<file path="config.mk">
export PLATFORM = sky130hd
export DESIGN_NAME = clk_switch_ctrl
export DESIGN_NICKNAME = d
export VERILOG_FILES = /design/src/rtl/clk_sw_pkg.sv /design/src/rtl/sync_2ff.sv /design/src/rtl/clk_switch_ctrl.sv
export SDC_FILE = /design/constraint.sdc
export NUM_CORES = 1
export LEC_CHECK = 0
export ABC_AREA = 1
export ABC_CLOCK_PERIOD_IN_PS = 2900
export CAP_MARGIN = 5
export CORE_MARGIN = 2
export CORE_UTILIZATION = 51
export CTS_CLUSTER_SIZE = 20
export DETAILED_ROUTE_END_ITERATION = 8
export PLACE_DENSITY = 0.73
export SKIP_LAST_GASP = 1
export SLEW_MARGIN = 40
export SYNTH_ARGS = -nofsm -noshare
export SYNTH_HDL_FRONTEND = slang
export SYNTH_SLANG_ARGS = --single-unit
</file>
<file path="constraint.sdc">
create_clock -name clk -period 2.9 [get_ports clk]
set_input_delay 0.58 -clock clk [delete_from_list [all_inputs] [get_ports clk]]
set_output_delay 0.58 -clock clk [all_outputs]
set_load 0.02 [all_outputs]
</file>
<file path="src/rtl/clk_sw_pkg.sv">
// ============================================================================
// clk_sw_pkg: shared state encoding and counter sizing for clk_switch_ctrl
// Rev 1.0
// ============================================================================
`default_nettype none

package clk_sw_pkg;

  typedef enum logic [1:0] {
    IDLE     = 2'd0,
    WAIT_ACK = 2'd1,
    SETTLE   = 2'd2,
    DWELL    = 2'd3
  } sw_state_e;

  // One counter is shared by every timed state, so it must hold the largest count.
  function automatic int cnt_width(input int a, input int b, input int c);
    int m;
    m = a;
    if (b > m) m = b;
    if (c > m) m = c;
    return (m < 1) ? 1 : $clog2(m + 1);
  endfunction

endpackage

`default_nettype wire

</file>
<file path="src/rtl/sync_2ff.sv">
// ============================================================================
// sync_2ff: single-bit two-flop synchronizer, clears to 0 on reset
// Rev 1.0
// ============================================================================
`default_nettype none

module sync_2ff (
  input  logic clk,
  input  logic rst,
  input  logic d,
  output logic q
);

  logic meta;

  always_ff @(posedge clk) begin
    if (rst) begin
      meta <= 1'b0;
      q    <= 1'b0;
    end else begin
      meta <= d;
      q    <= meta;
    end
  end

endmodule

`default_nettype wire

</file>
<file path="src/rtl/clk_switch_ctrl.sv">
// ============================================================================
// clk_switch_ctrl: request sequencer for a glitch-free two-clock mux
// Rev 1.0
// ============================================================================
`default_nettype none

module clk_switch_ctrl
  import clk_sw_pkg::*;
#(
  parameter logic RESET_SEL      = 1'b0,
  parameter int   SETTLE_CYCLES  = 4,
  parameter int   MIN_DWELL      = 2,
  parameter int   TIMEOUT_CYCLES = 16
) (
  input  logic clk,
  input  logic rst,
  input  logic req_valid,
  input  logic req_sel,
  output logic req_ready,
  output logic mux_sel,
  input  logic mux_stat0,
  input  logic mux_stat1,
  output logic cur_sel,
  output logic sw_done,
  output logic sw_err
);

  localparam int CNT_W = cnt_width(SETTLE_CYCLES, MIN_DWELL, TIMEOUT_CYCLES);

  localparam logic [1:0] ST_IDLE     = IDLE;
  localparam logic [1:0] ST_WAIT_ACK = WAIT_ACK;
  localparam logic [1:0] ST_SETTLE   = SETTLE;
  localparam logic [1:0] ST_DWELL    = DWELL;

  localparam logic [CNT_W-1:0] SETTLE_LAST  = CNT_W'(SETTLE_CYCLES - 1);
  localparam logic [CNT_W-1:0] TIMEOUT_LAST = CNT_W'(TIMEOUT_CYCLES - 1);
  // MIN_DWELL of 0 or 1 both leave DWELL after a single cycle.
  localparam logic [CNT_W-1:0] DWELL_LAST   = (MIN_DWELL > 1) ? CNT_W'(MIN_DWELL - 1) : '0;
  localparam logic [CNT_W-1:0] CNT_ONE      = CNT_W'(1);

  logic [1:0]       state;
  logic [CNT_W-1:0] cnt;
  logic             target;
  logic             stat0_s;
  logic             stat1_s;
  logic             accept;
  logic             ack;

  sync_2ff u_sync0 (
    .clk (clk),
    .rst (rst),
    .d   (mux_stat0),
    .q   (stat0_s)
  );

  sync_2ff u_sync1 (
    .clk (clk),
    .rst (rst),
    .d   (mux_stat1),
    .q   (stat1_s)
  );

  assign req_ready = (state == ST_IDLE) && !rst;
  assign accept    = req_valid && req_ready;

  // Handover is confirmed only when the target branch runs and the other is fully off.
  assign ack = target ? (stat1_s && !stat0_s) : (stat0_s && !stat1_s);

  always_ff @(posedge clk) begin
    if (rst) begin
      state   <= ST_IDLE;
      cnt     <= '0;
      target  <= RESET_SEL;
      mux_sel <= RESET_SEL;
      cur_sel <= RESET_SEL;
      sw_done <= 1'b0;
      sw_err  <= 1'b0;
    end else begin
      sw_done <= 1'b0;
      sw_err  <= 1'b0;
      case (state)
        ST_IDLE: begin
          if (accept) begin
            if (req_sel == cur_sel) begin
              sw_done <= 1'b1;
            end else begin
              mux_sel <= req_sel;
              target  <= req_sel;
              cnt     <= '0;
              state   <= ST_WAIT_ACK;
            end
          end
        end

        ST_WAIT_ACK: begin
          if (ack) begin
            cnt   <= '0;
            state <= ST_SETTLE;
          end else if (cnt == TIMEOUT_LAST) begin
            sw_err  <= 1'b1;
            mux_sel <= cur_sel;
            cnt     <= '0;
            state   <= ST_DWELL;
          end else begin
            cnt <= cnt + CNT_ONE;
          end
        end

        ST_SETTLE: begin
          if (cnt == SETTLE_LAST) begin
            cur_sel <= target;
            sw_done <= 1'b1;
            cnt     <= '0;
            state   <= ST_DWELL;
          end else begin
            cnt <= cnt + CNT_ONE;
          end
        end

        ST_DWELL: begin
          if (cnt == DWELL_LAST) begin
            cnt   <= '0;
            state <= ST_IDLE;
          end else begin
            cnt <= cnt + CNT_ONE;
          end
        end

        default: begin
          cnt   <= '0;
          state <= ST_IDLE;
        end
      endcase
    end
  end

endmodule

`default_nettype wire

</file>
Word level (Yosys, flattened, before mapping) --
Index checks and enable logic that the tools add are counted.
Operators by class: $add $sub $neg 1, eq/ne operators 14, mux-type cells 25, bitwise logic cells 2, reductions and logical operators 15
Operator list (count):
- $mux W5 | 6
- $pmux W5 S4 | 1
- $mux W2 | 6
- $ne A2 B2 Y1 const B | 6
- $reduce_and A5 Y1 | 2
- $mux W1 | 9
- $pmux W2 S4 | 1
- $add A5 B1 Y5 const B | 1
- $eq A5 B1 Y1 const B | 1
- $eq A5 B2 Y1 const B | 1
- $eq A5 B4 Y1 const B | 1
- $eq A2 B2 Y1 const B | 2
- $logic_and A1 B1 Y1 | 4
- $pmux W1 S2 | 2
- $reduce_and A2 Y1 | 2
- $logic_not A1 Y1 | 3
- $ne A3 B3 Y1 const B | 1
- $reduce_and A3 Y1 | 1
- $reduce_or A3 Y1 | 1
- $eq A2 B1 Y1 const B | 1
- $logic_not A2 Y1 | 1
- $not A1 Y1 | 2
- $reduce_bool A2 Y1 | 1
- $eq A1 B1 Y1 | 1
Word-level totals: bits in registers 16, input port bits 6, output and inout bits 5

Logic depth before layout (Yosys ltp) --
word-level depth 5, depth in mapped cells 11, mapped depth without buffers 11

Hierarchy --
A second synthesis with hierarchy kept.
Second synthesis, totals: cells, all modules 135, area total of the unflattened synthesis 944.7 µm²
Modules (own cells, without submodules):
- clk_switch_ctrl | times used 1, cells an instance 123, area each 834.6 µm², sequential area each 240.2 µm²
- sync_2ff | times used 2, cells an instance 6, area each 55.1 µm², sequential area each 40.0 µm²

Worst setup path after synthesis --
OpenSTA, ideal clock, no wires.
path type input to output, start point in rst, end point out req_ready, arrival time 1084 ps, setup slack 1236 ps, stages on the path 2, buffers on the path 1, path through clkbuf_1 > nor2_1
Between the ends: longest elaborated chain between the ends 2
Ends and longest elaborated chain:
- start, declared | line clk_switch_ctrl.sv:16 | input logic rst,
- $logic_not A1 Y1 | line clk_switch_ctrl.sv:63 | assign req_ready = (state == ST_IDLE) && !rst;
- $logic_and A1 B1 Y1 | line clk_switch_ctrl.sv:63
- end, declared | line clk_switch_ctrl.sv:19 | output logic req_ready,
Every way passes these cells.

Final worst setup path --
start point reg state[0], end point out req_ready
Between the ends: longest elaborated chain between the ends 2
Ends and longest elaborated chain:
- start, declared | line clk_switch_ctrl.sv:41 | logic [1:0] state;
- start signal, assigned | line clk_switch_ctrl.sv:71 | state <= ST_IDLE;
- start signal, assigned | line clk_switch_ctrl.sv:90 | state <= ST_WAIT_ACK;
- start signal, assigned | line clk_switch_ctrl.sv:98 | state <= ST_SETTLE;
- $logic_not A2 Y1 | line clk_switch_ctrl.sv:63
- $logic_and A1 B1 Y1 | line clk_switch_ctrl.sv:63
Every way passes these cells.

==> results.ini <==
[place]
gp_congestion=0.790
placed_area_mm2=0.00111
dp_cells=167
dpl.hpwl_um=1320
io_buffers=10
pre_cts_slack_ns=0.622

[pwr]
combPwrFrac_pct=50.5
p_int_w=0.000433
p_seq_share_pct=34.5
power_frac_clock_pct=14.9
power_density_mw_per_mm2=667
ir_drop_v=0.000457
netSwitchingPower_w=0.000326
p_sw_share_pct=43.0
power.leakage_nw=0.480

[clock_tree]
cts.sinks=16
cts_max_path_buffers=2
path_clk_slew_ns=0.09
worstSkewPairLatency_ns=0.28
cts_setup_buffers=0
h-tree-depth=1
cts_buffers=3
cts_tree=done
cts_repair_resize_count=0
postCtsHoldBufs=0
cts_root_buffer=clkbuf_4

[global_route]
antenna_found_initial=0
grt_pass1_vias=691
track_usage_pct=18.4
grt_pass1_wl_um=2840
overflow=0
grt_max_degree=15

[synthesis]
synthMuxAreaShare_pct=0
syn_area_per_cell_um2=7.45
synthCells=133
synthTopCellsByArea=dfxtp_1 32%, ha_1 11%, inv_1 9.8%
yosysMostFrequentCell=inv_1
ys.flop_type=dfxtp_1
yosysSeqAreaShare_pct=32.3
synth_compound_area_share_pct=9.72
syn_nets=148
ys_warn_count=0
async_flop_share_pct=0
netlist_area_um2=991
ys_ff_latch=16
synth_edf_count=0
ys_top_cells_by_count=26 x inv_1, 19 x nand2_1, 16 x dfxtp_1
synth_top_area_cell=dfxtp_1
synth-xor-area-share_pct=0.884
synth-adder-area-share_pct=11.4
synth-simple-area-share_pct=33.6
synth_cell_types=25
synth_top_family_by_area=simple AND/OR/NAND/NOR gates
yosysTopAreaCellShare_pct=32.3

[drt]
drtIter0Drc=15
via_per_inst=4.81
ant_nets=0
drt_wl_total_um=1710
vias=817
wire_per_inst_um=10.0
drc_errors=0
drt_pass1_iterations=4

[timing]
fin_crit_sh_pct=82.8
hold_violations=0
min_period_ns=2.40
finalSetupViolCount=0
relSlewSlack_pct=80.2
setup_slack_ns=0.500
rsz0062_at_grt=false
setup-tns-final_ns=0
slew_viol_final=0
tightest_slew_ns=0.295
fmax_mhz=417
timing.clock.skew_ns=0.00107

[floorplan]
io_pins=11
die-area_mm2=0.00231
rows=15
core_area_mm2=0.00178
start_util_pct=55.6
die_w_um=48.1
die-height_um=48.1

[setup_path]
cp-start-kind=register
crit_path_end_kind=output pin
critPathRequiredTime_ns=2.32
crit_top_cell=inv_1
slowest_stage=clkdlybuf4s50_1
critPathArrivalTime_ns=1.82
path_cells=inv_1 -> ha_1 -> inv_1 -> nor2_1 -> clkdlybuf4s50_1
max_stage_delay_ns=0.60
cp_max_fo=5
critical_path_class=register to output pin

[finish]
nets=162
nFillCells=162
design_area_mm2=0.00114
insertedDiodeCount=0
area_growth_pct=14.8
stdcell_count=170
drive_gt1_share_pct=16.6

[status]
status=finished, final reports clean

[min_path]
hold_class=register to register

[flow_run]
cap_violations=0

## worst max-delay path: cells and delay by family (launching register included)
kind | cells | cell delay, ns
fa+ha+maj | 1 | 0.24
simple gates | 1 | 0.09
flops | 1 | 0.37
buf+inv | 3 | 0.84
## flip-flops by register name (all words and copies together) (netlist names)
| name | flops |
|---|---|
| u_sync1.q | 1 |
| state | 2 |
| target | 1 |
| cur_sel | 1 |
| mux_sel | 1 |
| u_sync1.meta | 1 |
| u_sync0.q | 1 |
| u_sync0.meta | 1 |
| sw_err | 1 |
| sw_done | 1 |
| cnt | 5 |
## per-layer routing
layer / global-route usage, % / vias to the layer above / share of wire [%]
met5: 0 / - / 0
met4: 9.73 / 0 / 2.1
met3: 4.53 / 4 / 3.0
met2: 28.8 / 11 / 44
met1: 23.3 / 360 / 51
li1: - / 442 / -
## path summary, 6_finish.rpt
check	start	endpoint	slack (ns)	cells past startpoint
setup reg to reg	cnt[1]$_SDFFE_PP0P_	state[0]$_SDFFE_PP0P_	1.22	10
hold / removal	u_sync1.meta$_SDFF_PP0_	u_sync1.q$_SDFF_PP0_	0.41	2
setup / recovery	state[0]$_SDFFE_PP0P_	req_ready	0.50	5
hold reg to reg	u_sync1.meta$_SDFF_PP0_	u_sync1.q$_SDFF_PP0_	0.41	2
## per-stage QoR
| step | power (W) | util (%) | hold WS [ns] |
|---|---|---|---|
| final | 0.000759 | 63.8 | 0.413 |
| after detailed placement | 0.000652 | 62.5 | 0.399 |
| after global routing | 0.000819 | 63.8 | 0.431 |
| after global placement | 0.000644 | 62.5 | 0.392 |
| after floorplan | 0.000585 | - | 0.388 |
| after CTS | 0.000767 | 63.8 | 0.412 |
## final cells by class
class	count	area (um^2)	area share, %
multi-input combinational	87	551	48.4
sequential	16	320	28.2
timing repair buffer	11	108	9.46
inverter	28	105	9.24
tap	25	31.3	2.75
clock buffer	3	22.5	1.98
## cell usage in the layout, fill, tap and decap left out, drive strengths merged, types with 3 or more instances in the layout
| master | instances |
|---|---|
| nand2 | 24 |
| a21oi | 9 |
| nand4 | 3 |
| clkbuf | 3 |
| ha | 9 |
| dfxtp | 16 |
| o21ai | 8 |
| inv | 28 |
| nand3 | 13 |
| nor2 | 15 |
| clkdlybuf4s50 | 10 |
| nor3 | 3 |
## power groups by stage
stage               clock [W]  combinational, W  sequential, W
finish               0.000113          0.000384       0.000262
global route         0.000126          0.000426       0.000267
CTS                  0.000119          0.000386       0.000262
detailed placement          0          0.000384       0.000267
global placement            0          0.000380       0.000265
floorplan                   0          0.000317       0.000268
## cells by family after synthesis
kind of cell             count (synthesis)
buffers and inverters                   30
flip-flops                              16
AO/OA/AOI/OAI                           17
AND/OR/NAND/NOR                         60
XOR/XNOR                                 1
adder cells (fa/ha/maj)                  9
(Power assumes the default switching activity.)
